<file path="src/rtl/conv_pkg.sv">
`default_nettype none
// +----------------------------------------------------------------------+
// | Module   : conv_pkg                                                  |
// | Brief    : Shared types and constants for the conv frame loader      |
// | Revision : 1.0 - initial release                                     |
// +----------------------------------------------------------------------+
package conv_pkg;

  // Loader FSM states
  typedef enum logic [2:0] {
    IDLE      = 3'd0,
    LEN       = 3'd1,
    PAYLOAD   = 3'd2,
    CHECK     = 3'd3,
    WAIT_DONE = 3'd4
  } state_e;

  // Error codes reported on err_code
  localparam logic [1:0] ERR_NONE    = 2'd0;
  localparam logic [1:0] ERR_TIMEOUT = 2'd1;
  localparam logic [1:0] ERR_CHKSUM  = 2'd2;
  localparam logic [1:0] ERR_LEN     = 2'd3;

  // Default frame start marker
  localparam logic [7:0] SYNC_BYTE_DEFAULT = 8'hA5;

  // Largest payload for the default 6-bit address space
  localparam int DEFAULT_ADDR_WIDTH = 6;
  localparam int MAX_LEN            = 2 ** DEFAULT_ADDR_WIDTH;

  // Largest payload for an arbitrary address width
  function automatic int unsigned max_len(input int addr_width);
    return 32'd1 << addr_width;
  endfunction

endpackage
`default_nettype wire

</file>
<file path="src/rtl/frame_timeout_counter.sv">
`default_nettype none
// +----------------------------------------------------------------------+
// | Module   : frame_timeout_counter                                     |
// | Brief    : Idle-cycle watchdog; pulses expired when TIMEOUT_CYCLES   |
// |            cycles pass without a clear while enabled                 |
// | Revision : 1.0 - initial release                                     |
// +----------------------------------------------------------------------+
module frame_timeout_counter #(
  parameter int TIMEOUT_CYCLES = 100000
) (
  input  logic clk,
  input  logic reset,
  input  logic clear_i,
  input  logic enable_i,
  output logic expired_o
);

  localparam int CW = $clog2(TIMEOUT_CYCLES + 1);
  localparam logic [CW-1:0] LAST = CW'(TIMEOUT_CYCLES - 1);

  logic [CW-1:0] cnt_q;
  logic [CW-1:0] cnt_d;

  // A clear in the expiry cycle suppresses the pulse: an arriving byte wins.
  assign expired_o = enable_i && !clear_i && (cnt_q == LAST);

  // Next count: zero when cleared, disabled or expiring, else increment
  always_comb begin
    cnt_d = cnt_q + CW'(1);
    if (clear_i || !enable_i || expired_o) begin
      cnt_d = '0;
    end
  end

  // Count register
  always_ff @(posedge clk or posedge reset) begin
    if (reset) begin
      cnt_q <= '0;
    end else begin
      cnt_q <= cnt_d;
    end
  end

endmodule
`default_nettype wire

</file>
<file path="src/rtl/conv_frame_loader.sv">
`default_nettype none
// +----------------------------------------------------------------------+
// | Module   : conv_frame_loader                                         |
// | Brief    : Parses SYNC/LEN/payload/XOR frames from the UART byte     |
// |            stream, writes the payload into conv core memory and      |
// |            starts the core on a good checksum                        |
// | Revision : 1.0 - initial release                                     |
// +----------------------------------------------------------------------+
module conv_frame_loader
  import conv_pkg::*;
#(
  parameter int                    DATA_WIDTH     = 8,
  parameter int                    ADDR_WIDTH     = 6,
  parameter logic [DATA_WIDTH-1:0] SYNC_BYTE      = DATA_WIDTH'(SYNC_BYTE_DEFAULT),
  parameter int                    TIMEOUT_CYCLES = 100000
) (
  input  logic                  clk,
  input  logic                  reset,
  input  logic [DATA_WIDTH-1:0] rx_data,
  input  logic                  rx_valid,
  output logic                  mem_wr_en,
  output logic [ADDR_WIDTH-1:0] mem_wr_addr,
  output logic [DATA_WIDTH-1:0] mem_wr_data,
  output logic                  start_conv,
  input  logic                  conv_done,
  output logic                  busy,
  output logic                  frame_err,
  output logic [1:0]            err_code
);

  // Index/length carry one extra bit so a full-size payload count does not wrap
  localparam int          LW        = ADDR_WIDTH + 1;
  localparam int unsigned LEN_LIMIT = max_len(ADDR_WIDTH);

  state_e                state_q;
  logic [LW-1:0]         idx_q;
  logic [LW-1:0]         len_q;
  logic [DATA_WIDTH-1:0] chk_q;
  logic                  mem_wr_en_q;
  logic [ADDR_WIDTH-1:0] mem_wr_addr_q;
  logic [DATA_WIDTH-1:0] mem_wr_data_q;
  logic                  start_conv_q;
  logic                  busy_q;
  logic                  frame_err_q;
  logic [1:0]            err_code_q;

  logic                  w_tmo_enable;
  logic                  w_expired;
  logic                  w_len_ok;
  logic [LW-1:0]         w_idx_next;

  assign w_tmo_enable = (state_q == LEN) || (state_q == PAYLOAD) || (state_q == CHECK);
  assign w_len_ok     = (rx_data != '0) && (32'(rx_data) <= LEN_LIMIT);
  assign w_idx_next   = idx_q + LW'(1);

  frame_timeout_counter #(
    .TIMEOUT_CYCLES (TIMEOUT_CYCLES)
  ) u_timeout (
    .clk       (clk),
    .reset     (reset),
    .clear_i   (rx_valid),
    .enable_i  (w_tmo_enable),
    .expired_o (w_expired)
  );

  // Frame parser FSM with all outputs registered
  always_ff @(posedge clk or posedge reset) begin
    if (reset) begin
      state_q       <= IDLE;
      idx_q         <= '0;
      len_q         <= '0;
      chk_q         <= '0;
      mem_wr_en_q   <= 1'b0;
      mem_wr_addr_q <= '0;
      mem_wr_data_q <= '0;
      start_conv_q  <= 1'b0;
      busy_q        <= 1'b0;
      frame_err_q   <= 1'b0;
      err_code_q    <= ERR_NONE;
    end else begin
      mem_wr_en_q  <= 1'b0;
      start_conv_q <= 1'b0;
      case (state_q)
        IDLE: begin
          if (rx_valid && (rx_data == SYNC_BYTE)) begin
            state_q     <= LEN;
            busy_q      <= 1'b1;
            frame_err_q <= 1'b0;
            err_code_q  <= ERR_NONE;
          end
        end
        LEN: begin
          if (rx_valid) begin
            if (w_len_ok) begin
              state_q <= PAYLOAD;
              chk_q   <= rx_data;
              idx_q   <= '0;
              len_q   <= LW'(rx_data);
            end else begin
              state_q     <= IDLE;
              busy_q      <= 1'b0;
              frame_err_q <= 1'b1;
              err_code_q  <= ERR_LEN;
            end
          end else if (w_expired) begin
            state_q     <= IDLE;
            busy_q      <= 1'b0;
            frame_err_q <= 1'b1;
            err_code_q  <= ERR_TIMEOUT;
          end
        end
        PAYLOAD: begin
          if (rx_valid) begin
            mem_wr_en_q   <= 1'b1;
            mem_wr_addr_q <= idx_q[ADDR_WIDTH-1:0];
            mem_wr_data_q <= rx_data;
            chk_q         <= chk_q ^ rx_data;
            idx_q         <= w_idx_next;
            if (w_idx_next == len_q) begin
              state_q <= CHECK;
            end
          end else if (w_expired) begin
            state_q     <= IDLE;
            busy_q      <= 1'b0;
            frame_err_q <= 1'b1;
            err_code_q  <= ERR_TIMEOUT;
          end
        end
        CHECK: begin
          if (rx_valid) begin
            if (rx_data == chk_q) begin
              state_q      <= WAIT_DONE;
              start_conv_q <= 1'b1;
            end else begin
              state_q     <= IDLE;
              busy_q      <= 1'b0;
              frame_err_q <= 1'b1;
              err_code_q  <= ERR_CHKSUM;
            end
          end else if (w_expired) begin
            state_q     <= IDLE;
            busy_q      <= 1'b0;
            frame_err_q <= 1'b1;
            err_code_q  <= ERR_TIMEOUT;
          end
        end
        WAIT_DONE: begin
          // Incoming bytes are dropped while the core runs
          if (conv_done) begin
            state_q <= IDLE;
            busy_q  <= 1'b0;
          end
        end
        default: begin
          state_q <= IDLE;
          busy_q  <= 1'b0;
        end
      endcase
    end
  end

  assign mem_wr_en   = mem_wr_en_q;
  assign mem_wr_addr = mem_wr_addr_q;
  assign mem_wr_data = mem_wr_data_q;
  assign start_conv  = start_conv_q;
  assign busy        = busy_q;
  assign frame_err   = frame_err_q;
  assign err_code    = err_code_q;

endmodule
`default_nettype wire

</file>
<file path="config.mk">
export PLATFORM = sky130hd
export DESIGN_NAME = conv_frame_loader
export DESIGN_NICKNAME = d
export VERILOG_FILES = /design/src/rtl/conv_pkg.sv /design/src/rtl/frame_timeout_counter.sv /design/src/rtl/conv_frame_loader.sv
export SDC_FILE = /design/constraint.sdc
export NUM_CORES = 1
export LEC_CHECK = 0
export ABC_AREA = 1
export BUFFER_PORTS_ARGS = -buffer_cell sky130_fd_sc_hd__buf_4
export CORE_MARGIN = 4
export CORE_UTILIZATION = 30
export DETAILED_ROUTE_END_ITERATION = 10
export PLACE_DENSITY_LB_ADDON = 0.12
export SETUP_SLACK_MARGIN = 0.4
export SYNTH_ARGS = -nofsm -noshare
export SYNTH_HDL_FRONTEND = slang
export SYNTH_SLANG_ARGS = --single-unit
</file>
<file path="constraint.sdc">
create_clock -name clk -period 2 [get_ports clk]
set_input_delay 0.2 -clock clk [delete_from_list [all_inputs] [get_ports clk]]
set_output_delay 0.2 -clock clk [all_outputs]
set_load 0.01 [all_outputs]
</file>
Yosys cells after proc, flatten, opt, wreduce, memory -nomap -nowiden
Index checks and enable logic that the tools add are counted.

Output and inout bits: 20. Memory bits (writable): 0. Flip-flop bits (word level): 62. Memories: 0. Input port bits: 12. Latch bits: 0. ROM bits: 0.

Magnitude comparators: 1. Divide/modulo/power cells: 0. Mux-type cells: 49. Reductions and logical operators: 20. Equal/unequal tests: 17. Add/subtract/negate cells: 2. Bitwise logic cells: 1. $mul: 0. Shifts and indexed selects: 0.

Operators by type and width (count): 3-bit two-way mux (8); 8-bit two-way mux (3); 7-bit two-way mux (3); 1-bit two-way mux (20); 17-bit by 1-bit adder with 17-bit output, second input constant (1); 17-bit == test, second input constant (1); 17-bit two-way mux (1); 2-bit two-way mux (8); 8-bit case mux with 2 select lines (1); 3-bit case mux with 5 select lines (1); 7-bit case mux with 2 select lines (1); 2-bit inequality test, second input constant (6); 5-bit AND reduction (2); 8-bit == test (1); 8-bit == test, second input constant (1); 8-bit by 7-bit <= comparator with 1-bit output, second input constant (1); 2-bit case mux with 4 select lines (1); 8-bit nonzero test (1); 8-bit XOR (1); 7-bit by 1-bit adder with 7-bit output, second input constant (1); 7-bit == test (1); 3-bit by 2-bit == test with 1-bit output, second input constant (2); 3-bit inequality test, second input constant (2); 3-bit AND reduction (2); other kinds (13) (20).

Logic depth before layout (Yosys ltp)
Depth in word-level cells: 8. Gate-level depth with buffers: 12. Mapped depth without buffers: 12.

Hierarchy
From an unflattened synthesis, not the netlist that was laid out.

Cell total of the unflattened synthesis: 427. Area total of the unflattened synthesis: 3349.5 sq um.

By module, submodules not included: conv_frame_loader (instances 1, area each 2382.3 sq um, cells an instance 294); frame_timeout_counter (instances 1, area each 967.2 sq um, cells an instance 133).

Least setup slack after synthesis
OpenSTA, ideal clock, no wires.

Kind: register to register. From: register u_timeout.cnt_q[0]. To: register err_code_q[0], in the netlist err_code[0]. Data arrival time: 1.388 ns. Data required time: 1.884 ns. Stages on the path, launching flop included: 12. Buffers on the path: 0. Path slack: 0.495 ns. Cell sequence: dfrtp_1 ha_1 nand2_1 inv_1 nand3_1 nor2_1 nand3_1 nand2_1 o21ai_0 nand3_1 nand2_1 nand2_1.

Longest elaborated chain between the ends: 5. Elaborated cells on any way between the ends: 7. Those cells by class: eq/ne: 1; mux: 5; reduce/logical: 1.

Ends and longest elaborated chain: from (decl) (line frame_timeout_counter.sv:21) `logic [CW-1:0] cnt_q;`; from (signal assigned) (line frame_timeout_counter.sv:40) `cnt_q <= cnt_d;`; 17-bit == test * (line frame_timeout_counter.sv:25) `assign expired_o = enable_i && !clear_i && (cnt_q == LAST);`; 1-bit logical AND * (line frame_timeout_counter.sv:25); 2-bit two-way mux *; 2-bit two-way mux (on tied branches); 2-bit case mux with 4 select lines *; to (signal assigned) (line conv_frame_loader.sv:79) `err_code_q <= ERR_NONE;`; to (signal assigned) (line conv_frame_loader.sv:89) `err_code_q <= ERR_NONE;`; to (signal assigned) (line conv_frame_loader.sv:103) `err_code_q <= ERR_LEN;`; to (decl) (line conv_frame_loader.sv:45) `logic [1:0] err_code_q;`.

Every way passes the cells marked *; elsewhere a longest branch is shown, timed or not. The select of a mux whose other input is x is not followed. A chain may end at the register's enable or synchronous reset.

Worst setup path in the final report
From: register state_q[2]. To: register chk_q[5].

Longest elaborated chain between the ends: 3. Elaborated cells on any way between the ends: 8. Those cells by class: eq/ne: 5; mux: 1; reduce/logical: 2.

Ends and longest elaborated chain: from (decl) (line conv_frame_loader.sv:35) `state_e state_q;`; from (signal assigned) (line conv_frame_loader.sv:69) `state_q <= IDLE;`; from (signal assigned) (line conv_frame_loader.sv:86) `state_q <= LEN;`; from (signal assigned) (line conv_frame_loader.sv:95) `state_q <= PAYLOAD;`; 3-bit by 1-bit == test with 1-bit output / 3-bit by 2-bit == test with 1-bit output (equally long branches) (line conv_frame_loader.sv:83) `case (state_q)`; 2-bit inequality test (no source line) / 2-bit nonzero test (equally long branches); 4-bit AND reduction (no source line); to (signal assigned) (line conv_frame_loader.sv:96) `chk_q <= rx_data;`; to (signal assigned) (line conv_frame_loader.sv:117) `chk_q <= chk_q ^ rx_data;`; to (decl) (line conv_frame_loader.sv:38) `logic [DATA_WIDTH-1:0] chk_q;`.

Parallel ways exist; a longest one is shown, timed or not.

==> impl_metrics.env <==
export IMPL_outcome="finished, final reports clean"
export IMPL_fill_cells=1055
export IMPL_clkSlewWorstSetupHoldPaths_ns=0.07
export IMPL_power_mw=5.18
export IMPL_yosysSeqAreaShare=0.478
export IMPL_path_class="reg2reg"
export IMPL_clk_latency_ns=0.34
export IMPL_worstHoldStart="rx_data[4]"
export IMPL_diodes=0
export IMPL_grt_pass1_wl_um=13400
export IMPL_finalCritPeriodShare=0.810
export IMPL_ys_seq_elements=62
export IMPL_syn_avg_cell_area_um2=7.65
export IMPL_wl_um=8340
export IMPL_setup_violations=0
export IMPL_cts_root_buffer="clkbuf_8"
export IMPL_areaGrowthSynthToFinish_pct=35.1
export IMPL_io_pins=32
export IMPL_route_detailed_drc=0
export IMPL_syn_num_nets=438
export IMPL_tightestPinTransition_ns=0.344
export IMPL_grt_overflow=0
export IMPL_dieArea_um2=12500
export IMPL_p_per_area_nw_per_um2=1180
export IMPL_final_common_cell="nand2_1"
export IMPL_multi_input_area_um2=1690
export IMPL_nNetsFinal=499
export IMPL_synth_area_leaders="dfrtp_1 (48%), nand2_1 (13%), inv_1 (5.9%), nor2_1 (5.7%), nand3_1 (4.8%)"
export IMPL_syn_cell_area_um2=3240
export IMPL_reg2reg_setup_slack_ns=0.38
export IMPL_post_place_ws_ns=0.201
export IMPL_dp_hpwl_um=5400
export IMPL_final_cell_mix="nand2_1 (101), dfrtp_1 (61), buf_4 (50), inv_1 (46), nor2_1 (31)"
export IMPL_drt_met1_wl_um=4180
export IMPL_tns_ns=0
export IMPL_cp_slowest_cell="dfrtp_1"
export IMPL_numCtsBuffers=9
export IMPL_synth_largest_area_cell="dfrtp_1"
export IMPL_cts_tree="built"
export IMPL_antenna_found_initial=0
export IMPL_drt_iter0_drc=143
export IMPL_met2_length_um=3800
export IMPL_routed_via_density=4.65
export IMPL_cp_start_kind="flop"
export IMPL_drive_gt1_frac=0.288
export IMPL_synth_top_area_share=0.478
export IMPL_wl_met3_um=238
export IMPL_max_vdd_ir_drop_v=0.000441
export IMPL_yosysWarnings=0
export IMPL_place_gp_congestion=0.820
export IMPL_cts_buffer_depth=2
export IMPL_worstPathRequired_ns=2.26
export IMPL_io_buffers=31
export IMPL_skew_ns=0.00922
export IMPL_drt_pre_antenna_iters=4
export IMPL_worstPathMaxFanout=7
export IMPL_synthCells=424
export IMPL_hold_depth=3
export IMPL_grt_pass1_vias=2763
export IMPL_grt_total_usage=0.130
export IMPL_power_leakage_nw=2.03
export IMPL_slew_viol_final=0
export IMPL_grt_setup_unrepaired="true"
export IMPL_holdWs_ns=0.157
export IMPL_arrival_ns=1.88
export IMPL_core_rowCount=37
export IMPL_cpPeakStageDelay_ns=0.43
export IMPL_worst_slack_ns=0.379
export IMPL_hp_class="in2reg"
export IMPL_cp_cell_sequence="inv_2, nand2_4, inv_2, nand2_2, nor2_4, nand3_4, nand2_4, clkbuf_16, nor2_2, a31oi_1"
export IMPL_fmax_ghz=0.617
export IMPL_hold_viol=0
export IMPL_rr_startpoint="state_q[2]$_DFFE_PP0P_"
export IMPL_ys_types=30
export IMPL_endpoint_kind="flop"
export IMPL_max_cap_violations=0
export IMPL_postRouteAntennaNets=0
export IMPL_grt_max_degree=63
export IMPL_r2r_end="chk_q[5]$_DFFE_PP0P_"
export IMPL_chipHeight_um=112
export IMPL_core_area_um2=10400
export IMPL_cts_sinks=62
export IMPL_reg2reg_depth=10
export IMPL_initial_core_util=0.311
export IMPL_wire_per_inst_um=13.3
export IMPL_highest_layer="met4"
export IMPL_vias=2913
export IMPL_max_slew_margin=0.770
export IMPL_dieWidth_um=112
export IMPL_htreeDepth=3
export IMPL_holdPathEnd="chk_q[4]$_DFFE_PP0P_"
export IMPL_period_minus_slack_ns=1.62
export IMPL_regArea_um2=1550
==> layer usage <==
metal / global-route usage / vias up
li1: - / 1488
met1: 0.186 / 1372
met2: 0.193 / 42
met3: 0.0239 / 11
met4: 0.0537 / 0
met5: 0 / -
==> where the power goes <==
part	leakage, nW	total, mW	internal (mW)	switching [mW]
sequential	0.806	1.97	1.65	0.327
clock	0.106	1.14	0.638	0.500
combinational	1.12	2.07	0.959	1.11
total	2.03	5.18	3.24	1.94
==> worst max-delay path: cells and delay by family, from the launching register on <==
kind | cells | cell delay (ns)
compound gates | 1 | 0.12
flops | 1 | 0.43
buf+inv | 3 | 0.37
simple gates | 6 | 0.63
==> kinds of logic after synthesis <==
kind of cell / after synthesis / synth area share
AO/OA/AOI/OAI: 56 / 0.0918
flip-flops: 62 / 0.478
buffers and inverters: 64 / 0.0810
adder cells (fa/ha/maj): 2 / 0.00771
XOR/XNOR: 14 / 0.0378
AND/OR/NAND/NOR: 226 / 0.303
==> worst max path at each step <==
stage / start / cells after the start / slack (ns) / to
CTS: idx_q[1]$_DFFE_PP0P_ / 11 / 0.39 / state_q[0]$_DFFE_PP0P_
global placement: idx_q[0]$_DFFE_PP0P_ / 11 / 0.21 / state_q[0]$_DFFE_PP0P_
global route: state_q[2]$_DFFE_PP0P_ / 10 / 0.31 / chk_q[5]$_DFFE_PP0P_
detailed placement: idx_q[0]$_DFFE_PP0P_ / 11 / 0.20 / state_q[0]$_DFFE_PP0P_
finish: state_q[2]$_DFFE_PP0P_ / 10 / 0.38 / chk_q[5]$_DFFE_PP0P_
floorplan: u_timeout.cnt_q[0]$_DFF_PP0_ / 11 / 0.50 / err_code[0]$_DFFE_PP0P_
==> sequential cells by signal, indices dropped and copies added (netlist names) <==
signal and count:
u_timeout.cnt_q 17, chk_q 8, mem_wr_data 8, idx_q 7
len_q 7, mem_wr_addr 6, state_q 3, err_code 2
busy 1, frame_err 1, mem_wr_en 1, start_conv 1
==> stage by stage <==
| step | cells | area [um^2] | util |
|---|---|---|---|
| after global routing | 626 | 4380 | 0.421 |
| after global placement | 587 | 3660 | 0.351 |
| final | 626 | 4380 | 0.421 |
| after CTS | 609 | 3970 | 0.381 |
| after detailed placement | 587 | 3660 | 0.351 |
| after floorplan | 424 | 3250 | - |
==> repair_timing <==
action | CTS | global route
pin swaps | 4 | 14
hold buffers | 1 | 0
endpoints found under the hold margin | 62 | 0
resized for setup | 18 | 63
cloned | 0 | 3
setup endpoints to repair | 23 | 32
setup buffers | 5 | 14
==> cell usage after synthesis <==
| library cell | number |
|---|---|
| a31oi_1 | 6 |
| nand3b_1 | 2 |
| buf_6 | 1 |
| o21ai_0 | 29 |
| clkbuf_1 | 3 |
| buf_4 | 3 |
| nand2_1 | 109 |
| nor3_2 | 2 |
| ha_1 | 2 |
| xnor2_1 | 4 |
| inv_1 | 51 |
| nand3_1 | 31 |
| xor2_1 | 10 |
| a21oi_2 | 1 |
| nor3b_1 | 5 |
| o21ai_1 | 7 |
| nor2_4 | 1 |
| nor3_1 | 14 |
| nor4_1 | 1 |
| a21oi_1 | 9 |
| nor2_1 | 49 |
| nor2_2 | 2 |
| inv_2 | 3 |
| or2_0 | 1 |
| o22ai_1 | 3 |
| o21a_1 | 1 |
| dfrtp_1 | 62 |
| nand4_1 | 6 |
| nand2_2 | 3 |
| buf_2 | 3 |
==> area by class of cell <==
cell class,count,area share
Tap cell,136,0.0388
Clock inverter,4,0.0103
Clock buffer,12,0.0354
Timing Repair Buffer,60,0.127
Multi-Input combinational cell,298,0.385
Inverter,54,0.0486
Sequential cell,62,0.354
No activity file was read; power rests on OpenSTA's default activity.
